File: config.mk
export PLATFORM = sky130hd
export DESIGN_NAME = audio_agc_ctrl
export DESIGN_NICKNAME = d
export VERILOG_FILES = /design/src/rtl/audio_pkg.sv /design/src/rtl/audio_agc_ctrl.sv
export SDC_FILE = /design/constraint.sdc
export NUM_CORES = 1
export LEC_CHECK = 0
export ABC_AREA = 0
export BUFFER_PORTS_ARGS = -buffer_cell sky130_fd_sc_hd__buf_2
export CAP_MARGIN = 0
export CORE_ASPECT_RATIO = 0.9
export CORE_MARGIN = 2
export CORE_UTILIZATION = 57
export DETAILED_ROUTE_END_ITERATION = 10
export PLACE_DENSITY_LB_ADDON = 0.05
export REMOVE_ABC_BUFFERS = 1
export SLEW_MARGIN = 20
export SYNTH_ARGS = -nofsm -noshare
export SYNTH_HDL_FRONTEND = slang
export SYNTH_SLANG_ARGS = --single-unit
File: constraint.sdc
create_clock -name clk_in -period 5.2 [get_ports clk_in]
set_input_delay 1.04 -clock clk_in [delete_from_list [all_inputs] [get_ports clk_in]]
set_output_delay 1.04 -clock clk_in [all_outputs]
set_load 0.02 [all_outputs]
File: src/rtl/audio_pkg.sv
// Shared definitions for the audio AGC path: controller FSM states and the
// gain-index to audio_thr one-hot map (also used by register-bank readback).
package audio_pkg;

    typedef enum logic [1:0] {
        ST_IDLE    = 2'd0,
        ST_MEASURE = 2'd1,
        ST_DECIDE  = 2'd2,
        ST_HOLD    = 2'd3
    } agc_state_e;

    localparam int unsigned GAIN_IDX_MAX = 4;

    // Index 4 maps to the >>8 tap; out-of-range indices fall back to it so
    // the word stays one-hot.
    function automatic logic [4:0] gain_onehot(input logic [2:0] idx);
        logic [4:0] oh;
        case (idx)
            3'd0:    oh = 5'b10000;
            3'd1:    oh = 5'b01000;
            3'd2:    oh = 5'b00100;
            3'd3:    oh = 5'b00010;
            default: oh = 5'b00001;
        endcase
        return oh;
    endfunction

endpackage

File: src/rtl/audio_agc_ctrl.sv
// Closed-loop gain/squelch controller: steps the audio block attenuation from
// the windowed power word, with hold-off against hunting and a squelch mute.
module audio_agc_ctrl
    import audio_pkg::*;
#(
    parameter int unsigned POW_WIDTH  = 32,
    parameter int unsigned HOLD_WIDTH = 16,
    parameter int unsigned SQ_CNT     = 4,
    parameter int unsigned INIT_IDX   = 2
) (
    input  logic                  clk_in,
    input  logic                  rst,
    input  logic                  en,
    input  logic [POW_WIDTH-1:0]  power,
    input  logic                  pow_stb,
    input  logic [POW_WIDTH-1:0]  thr_hi,
    input  logic [POW_WIDTH-1:0]  thr_lo,
    input  logic [POW_WIDTH-1:0]  sq_thr,
    input  logic [HOLD_WIDTH-1:0] hold_len,
    output logic [30:0]           audio_thr,
    output logic [2:0]            gain_idx,
    output logic                  mute,
    output logic                  gain_chg
);

    localparam logic [2:0] IDX_INIT = 3'(INIT_IDX);
    localparam logic [2:0] IDX_MAX  = 3'(GAIN_IDX_MAX);
    localparam logic [3:0] SQ_TGT   = 4'(SQ_CNT);

    agc_state_e            state_q, state_d;
    logic [POW_WIDTH-1:0]  p_reg_q, p_reg_d;
    logic [2:0]            idx_q, idx_d;
    logic [4:0]            thr_q, thr_d;
    logic                  mute_q, mute_d;
    logic                  chg_q, chg_d;
    logic [3:0]            sq_cnt_q, sq_cnt_d;
    logic [HOLD_WIDTH-1:0] hold_cnt_q, hold_cnt_d;
    logic [HOLD_WIDTH-1:0] hold_inc;

    assign hold_inc = hold_cnt_q + 1'b1;

    // Squelch: runs on every strobe while enabled, whatever the FSM state.
    always_comb begin
        sq_cnt_d = sq_cnt_q;
        mute_d   = mute_q;
        if (!en) begin
            sq_cnt_d = '0;
            mute_d   = 1'b0;
        end else if (pow_stb) begin
            if (power < sq_thr) begin
                if (sq_cnt_q != 4'hF) begin
                    sq_cnt_d = sq_cnt_q + 4'd1;
                end
                mute_d = mute_q | (sq_cnt_d >= SQ_TGT);
            end else begin
                sq_cnt_d = '0;
                mute_d   = 1'b0;
            end
        end
    end

    always_comb begin
        state_d    = state_q;
        p_reg_d    = p_reg_q;
        idx_d      = idx_q;
        chg_d      = 1'b0;
        hold_cnt_d = hold_cnt_q;
        if (!en) begin
            state_d    = ST_IDLE;
            hold_cnt_d = '0;
        end else begin
            case (state_q)
                ST_IDLE: begin
                    state_d = ST_MEASURE;
                end
                ST_MEASURE: begin
                    if (pow_stb) begin
                        p_reg_d = power;
                        state_d = ST_DECIDE;
                    end
                end
                ST_DECIDE: begin
                    // thr_hi takes priority even when already saturated at max,
                    // so a conflicting thr_lo never pulls the index down.
                    if (p_reg_q > thr_hi) begin
                        if (idx_q != IDX_MAX) begin
                            idx_d = idx_q + 3'd1;
                        end
                    end else if (p_reg_q < thr_lo) begin
                        if (idx_q != 3'd0) begin
                            idx_d = idx_q - 3'd1;
                        end
                    end
                    state_d = ST_MEASURE;
                    if (idx_d != idx_q) begin
                        chg_d = 1'b1;
                        if (hold_len != '0) begin
                            state_d    = ST_HOLD;
                            hold_cnt_d = '0;
                        end
                    end
                end
                ST_HOLD: begin
                    if (pow_stb) begin
                        if (hold_inc == hold_len) begin
                            state_d    = ST_MEASURE;
                            hold_cnt_d = '0;
                        end else begin
                            hold_cnt_d = hold_inc;
                        end
                    end
                end
                default: begin
                    state_d = ST_IDLE;
                end
            endcase
        end
    end

    assign thr_d = gain_onehot(idx_d);

    always_ff @(posedge clk_in or posedge rst) begin
        if (rst) begin
            state_q    <= ST_IDLE;
            p_reg_q    <= '0;
            idx_q      <= IDX_INIT;
            thr_q      <= gain_onehot(IDX_INIT);
            mute_q     <= 1'b0;
            chg_q      <= 1'b0;
            sq_cnt_q   <= '0;
            hold_cnt_q <= '0;
        end else begin
            state_q    <= state_d;
            p_reg_q    <= p_reg_d;
            idx_q      <= idx_d;
            thr_q      <= thr_d;
            mute_q     <= mute_d;
            chg_q      <= chg_d;
            sq_cnt_q   <= sq_cnt_d;
            hold_cnt_q <= hold_cnt_d;
        end
    end

    assign audio_thr = {26'd0, thr_q};
    assign gain_idx  = idx_q;
    assign mute      = mute_q;
    assign gain_chg  = chg_q;

endmodule
==> flow_results.org <==
** Floorplanning
- The floorplan step defined a core boundary enclosing roughly 0.010 mm2.
- The die is 113 um wide.
- Die ar. :: 0.0115 mm2
- Core Rows :: 35
- Measured along the y axis, the die boundary spans a little over 100 um.
- Initial standard-cell utilization of the core :: 0.590
- Num ports :: about 180

** Job
- Maxcap violations :: 0

** Clock network
- In this run, CTS created clock tree buffers numbering 9.
- Clock-pin slew was measured on the worst setup and hold paths at 0.06 ns.
- For this design, the CTS-stage hold fixing added 0 buffers.
- Clock H-tree levels :: 3
- In this run the clock root is driven by a sky130_fd_sc_hd__clkbuf_16.
- TritonCTS clock tree :: done
- Post-CTS Repair Setup Buffers :: 0
- Once the clock tree was built, the resizer swapped 0 gates to a different size.
- Insertion delay of the later-clocked pin in the worst-skew pair :: 0.33 ns
- Counting every sink on the clock net gives 64.
- The longest clock path from root to sink contains 2 buffers.

** Synth
- In the synthesized netlist the async set-or-reset flop fraction comes to 1.00.
- Synthesis produced between 600 and 700 cells.
- Part of the Yosys area used for sequential elements :: 0.263
- The synthesized design contains 0 enable-type register cells.
- Number of warnings issued by yosys :: 0
- The average instance in the mapped netlist occupies between 8 and 9 um2.
- Cell area after synthesis :: 0.00610 mm2
- Distinct cell type count after synthesis :: 63
- For this run, the leading register cell type out of synthesis is sky130_fd_sc_hd__dfrtp_1.
- Synthesis inferred between 60 and 70 register bits.

** Timing
- Hold is met by 0.512 ns.
- The final max-slew violation count is 0.
- Measured slew at the worst slew-check pin :: approximately 0.91 ns
- Final TNS setup :: 0 ns
- Relative slew margins :: 0.394
- In the finished design, the share of the clock period the worst path needs comes to 0.751.
- Final setup fails :: 0
- Setup repair after global routing left no endpoint under its margin.
- Max Clk Rate :: about 0.26 GHz
- Minimum clock period :: slightly below 4 ns
- On the final layout, the worst clock skew is ~0.0074 ns.
- The hold violation count in the final report was 0.

** GRT
- The via count of the first global-routing pass was approximately 5500.
- The initial antenna violation count is 0.
- Remaining global-route overflow :: 0
- Wire length of the first global-routing pass :: between 20000 and 30000 um
- Entering global routing, the biggest net connects 65 pins.
- For this run, the total global-route usage over all layers was measured as 0.271.

** Routing
- Wire length reported by the detailed router :: roughly 15000 um
- First-pass DRT Iterations :: 8
- Post-detailed-route wirelength per cell :: around 16 um
- Residual DRC :: 17
- Number of vias after detailed routing :: ~5600
- After the first detailed-routing iteration, the DRC count stood at slightly below 300.
- Average via count per standard cell :: roughly 5.7
- Antenna-violating nets left :: 0

** Placed design
- At the end of routability-driven placement, the weighted congestion stood at 0.857.
- Detailed placement finished with a half-perimeter wire length of approximately 12000 um.
- Input/output buffers :: around 160
- Summing all placed instances gives a cell area of between 0.006 and 0.007 mm2.

** Worst hold path
- Hold crit path type :: reg -> reg
- Capture endpoint of the worst hold path :: mute
- Along the worst hold path, the cell count comes to 2.
- The worst hold path begins at mute.

** Status
- The flow ran to the end, but the final reports show violations.
- Violated checks :: DRC

** Worst setup path
- The critical path in this run is classified as in -> reg.
- Required @ worst endpoint :: approximately 5.4 ns
- Of all nets on the critical path, the largest fanout is 16.
- The worst setup path is launched from an input port.
- Setup crit end kind :: register
- Counting cells, the worst reg-to-reg path comes to 10.
- The startpoint identified for the worst register-to-register timing path is p_reg_q[27].
- Setup slack on the worst flop-to-flop path :: between 1.5 and 2 ns
- Crit Reg-Reg Endpoint :: hold_cnt_q[10]
- Data on the critical path arrives at its endpoint at a little over 4 ns.

** Power
- Power density normalized to cell area :: 327 mW/mm2
- The analysis attributes to cell leakage a power of around 4 nW.
- Across the VDD grid, the largest voltage drop is 157 uV.
- Power comes to between 2 and 2.5 mW.

** Final layout
- In the final layout, the share of cells above drive strength 1 is 0.263.
- Once layout is complete, the utilization of the core stands at 0.697.
- Number of antenna diodes :: 0
- Final net count :: 1094
- Post-Layout Inst Area :: between 0.007 and 0.008 mm2
- Number of fillers in the final layout :: between 800 and 900
- Area delta synth->final :: 18.1%
==> report_power, final <==
part / switching, mW / leakage (nW) / total (mW) / internal (mW)
sequential: 0.120 / 0.809 / 0.754 / 0.634
combinational: 0.522 / 3.02 / 0.979 / 0.457
clock: 0.246 / 0.139 / 0.621 / 0.375
total: 0.888 / 3.96 / 2.35 / 1.47
==> worst max-delay path by stage <==
stage                     from             end  cells after the start
floorplan           thr_lo[27]   hold_cnt_q[0]                     10
global placement    thr_lo[27]  hold_cnt_q[14]                     13
detailed placement  thr_hi[30]  hold_cnt_q[10]                     12
CTS                 thr_hi[27]  hold_cnt_q[10]                     12
global route        thr_hi[27]  hold_cnt_q[10]                     12
finish              thr_hi[27]  hold_cnt_q[10]                     12
==> cell families (layout without fill, tap and decap cells) <==
kind of cell               Yosys count  count (layout)  synth area share
and+or+nand+nor                    174             174             0.158
buffers and inverters              150             284             0.111
AOI/OAI and AO/OA                  137             137             0.152
adders and majority gates          102             102             0.209
DFF                                 64              64             0.263
muxes                               38              38            0.0695
xor gates and xnor gates            24              24            0.0367
other                                1              26          0.000615
==> through the flow <==
step           cells  setup WS [ns]
2_1_floorplan    673           1.45
3_3_place_gp     962           1.20
3_5_place_dp     962           1.04
4_1_cts          978           1.36
5_1_grt          978           1.02
6_report         978           1.29
==> registers in the layout, indices dropped and copies added, names as in the netlist <==
| signal | cells |
|---|---|
| gain_chg | 1 |
| state_q | 2 |
| hold_cnt_q | 16 |
| thr_q | 5 |
| gain_idx | 3 |
| p_reg_q | 32 |
| sq_cnt_q | 4 |
| mute | 1 |
==> placed cells by master, fill, tap and decap left out, drive strengths merged, types with 4 or more instances in the layout <==
cell type,count
mux2,35
a21oi,39
nand4,20
nand2b,6
nor4,10
nand3,23
clkbuf,9
a31oi,7
and4,8
dfrtp,62
o21ai,21
buf,160
a22o,21
o211ai,7
nand2,31
xnor2,11
nor2,29
xor2,12
conb,26
nor2b,6
a21o,5
a22oi,5
nor3,17
inv,110
or3,4
and3,5
ha,102
==> synthesized netlist by cell type (7+ instances only) <==
master                     count  share of area
sky130_fd_sc_hd__nand4_1      20          0.021
sky130_fd_sc_hd__xnor2_1      11          0.016
sky130_fd_sc_hd__nand3_1      23          0.019
sky130_fd_sc_hd__nor4_1        9         0.0092
sky130_fd_sc_hd__inv_1       108          0.066
sky130_fd_sc_hd__clkbuf_1      8         0.0049
sky130_fd_sc_hd__nand2_1      30          0.018
sky130_fd_sc_hd__nor2_1       28          0.017
sky130_fd_sc_hd__mux2_2       35          0.065
sky130_fd_sc_hd__a31oi_1       7         0.0072
sky130_fd_sc_hd__a22o_1       21          0.030
sky130_fd_sc_hd__xor2_1       12          0.017
sky130_fd_sc_hd__and4_1        7          0.010
sky130_fd_sc_hd__buf_4        26          0.032
sky130_fd_sc_hd__nor3_1       17          0.014
sky130_fd_sc_hd__o211ai_1      7         0.0086
sky130_fd_sc_hd__a21oi_1      39          0.032
sky130_fd_sc_hd__o21ai_0      21          0.017
sky130_fd_sc_hd__dfrtp_1      62           0.25
sky130_fd_sc_hd__ha_1        102           0.21
==> worst max-delay path, stage by stage <==
cell and delay [ns]:
sky130_fd_sc_hd__buf_2 0.08, sky130_fd_sc_hd__inv_1 0.03, sky130_fd_sc_hd__ha_1 0.31, sky130_fd_sc_hd__nand4_1 0.21, sky130_fd_sc_hd__nor4_1 0.64, sky130_fd_sc_hd__nand2_1 0.19, sky130_fd_sc_hd__a22oi_1 0.53, sky130_fd_sc_hd__a221o_1 0.26
sky130_fd_sc_hd__buf_4 0.21, sky130_fd_sc_hd__a21boi_1 0.17, sky130_fd_sc_hd__buf_4 0.24, sky130_fd_sc_hd__a22o_1 0.21
==> cell type report <==
type                       count  area [um2]  area share
clock buffer                   9         225      0.0313
clock inverter                 7        78.8      0.0109
inverter                     108         405      0.0563
multi-input combinational    501        3920       0.544
sequential                    64        1600       0.223
tap                          129         161      0.0224
timing repair buffer         160         808       0.112
==> layer usage <==
| layer | routed length (um) | track usage |
|---|---|---|
| met2 | 7080 | 0.467 |
| met1 | 6740 | 0.359 |
| met4 | 322 | 0.0957 |
| met3 | 1100 | 0.0302 |
| met5 | 0 | 0 |
Note: power is estimated with default switching activity, not from simulation.
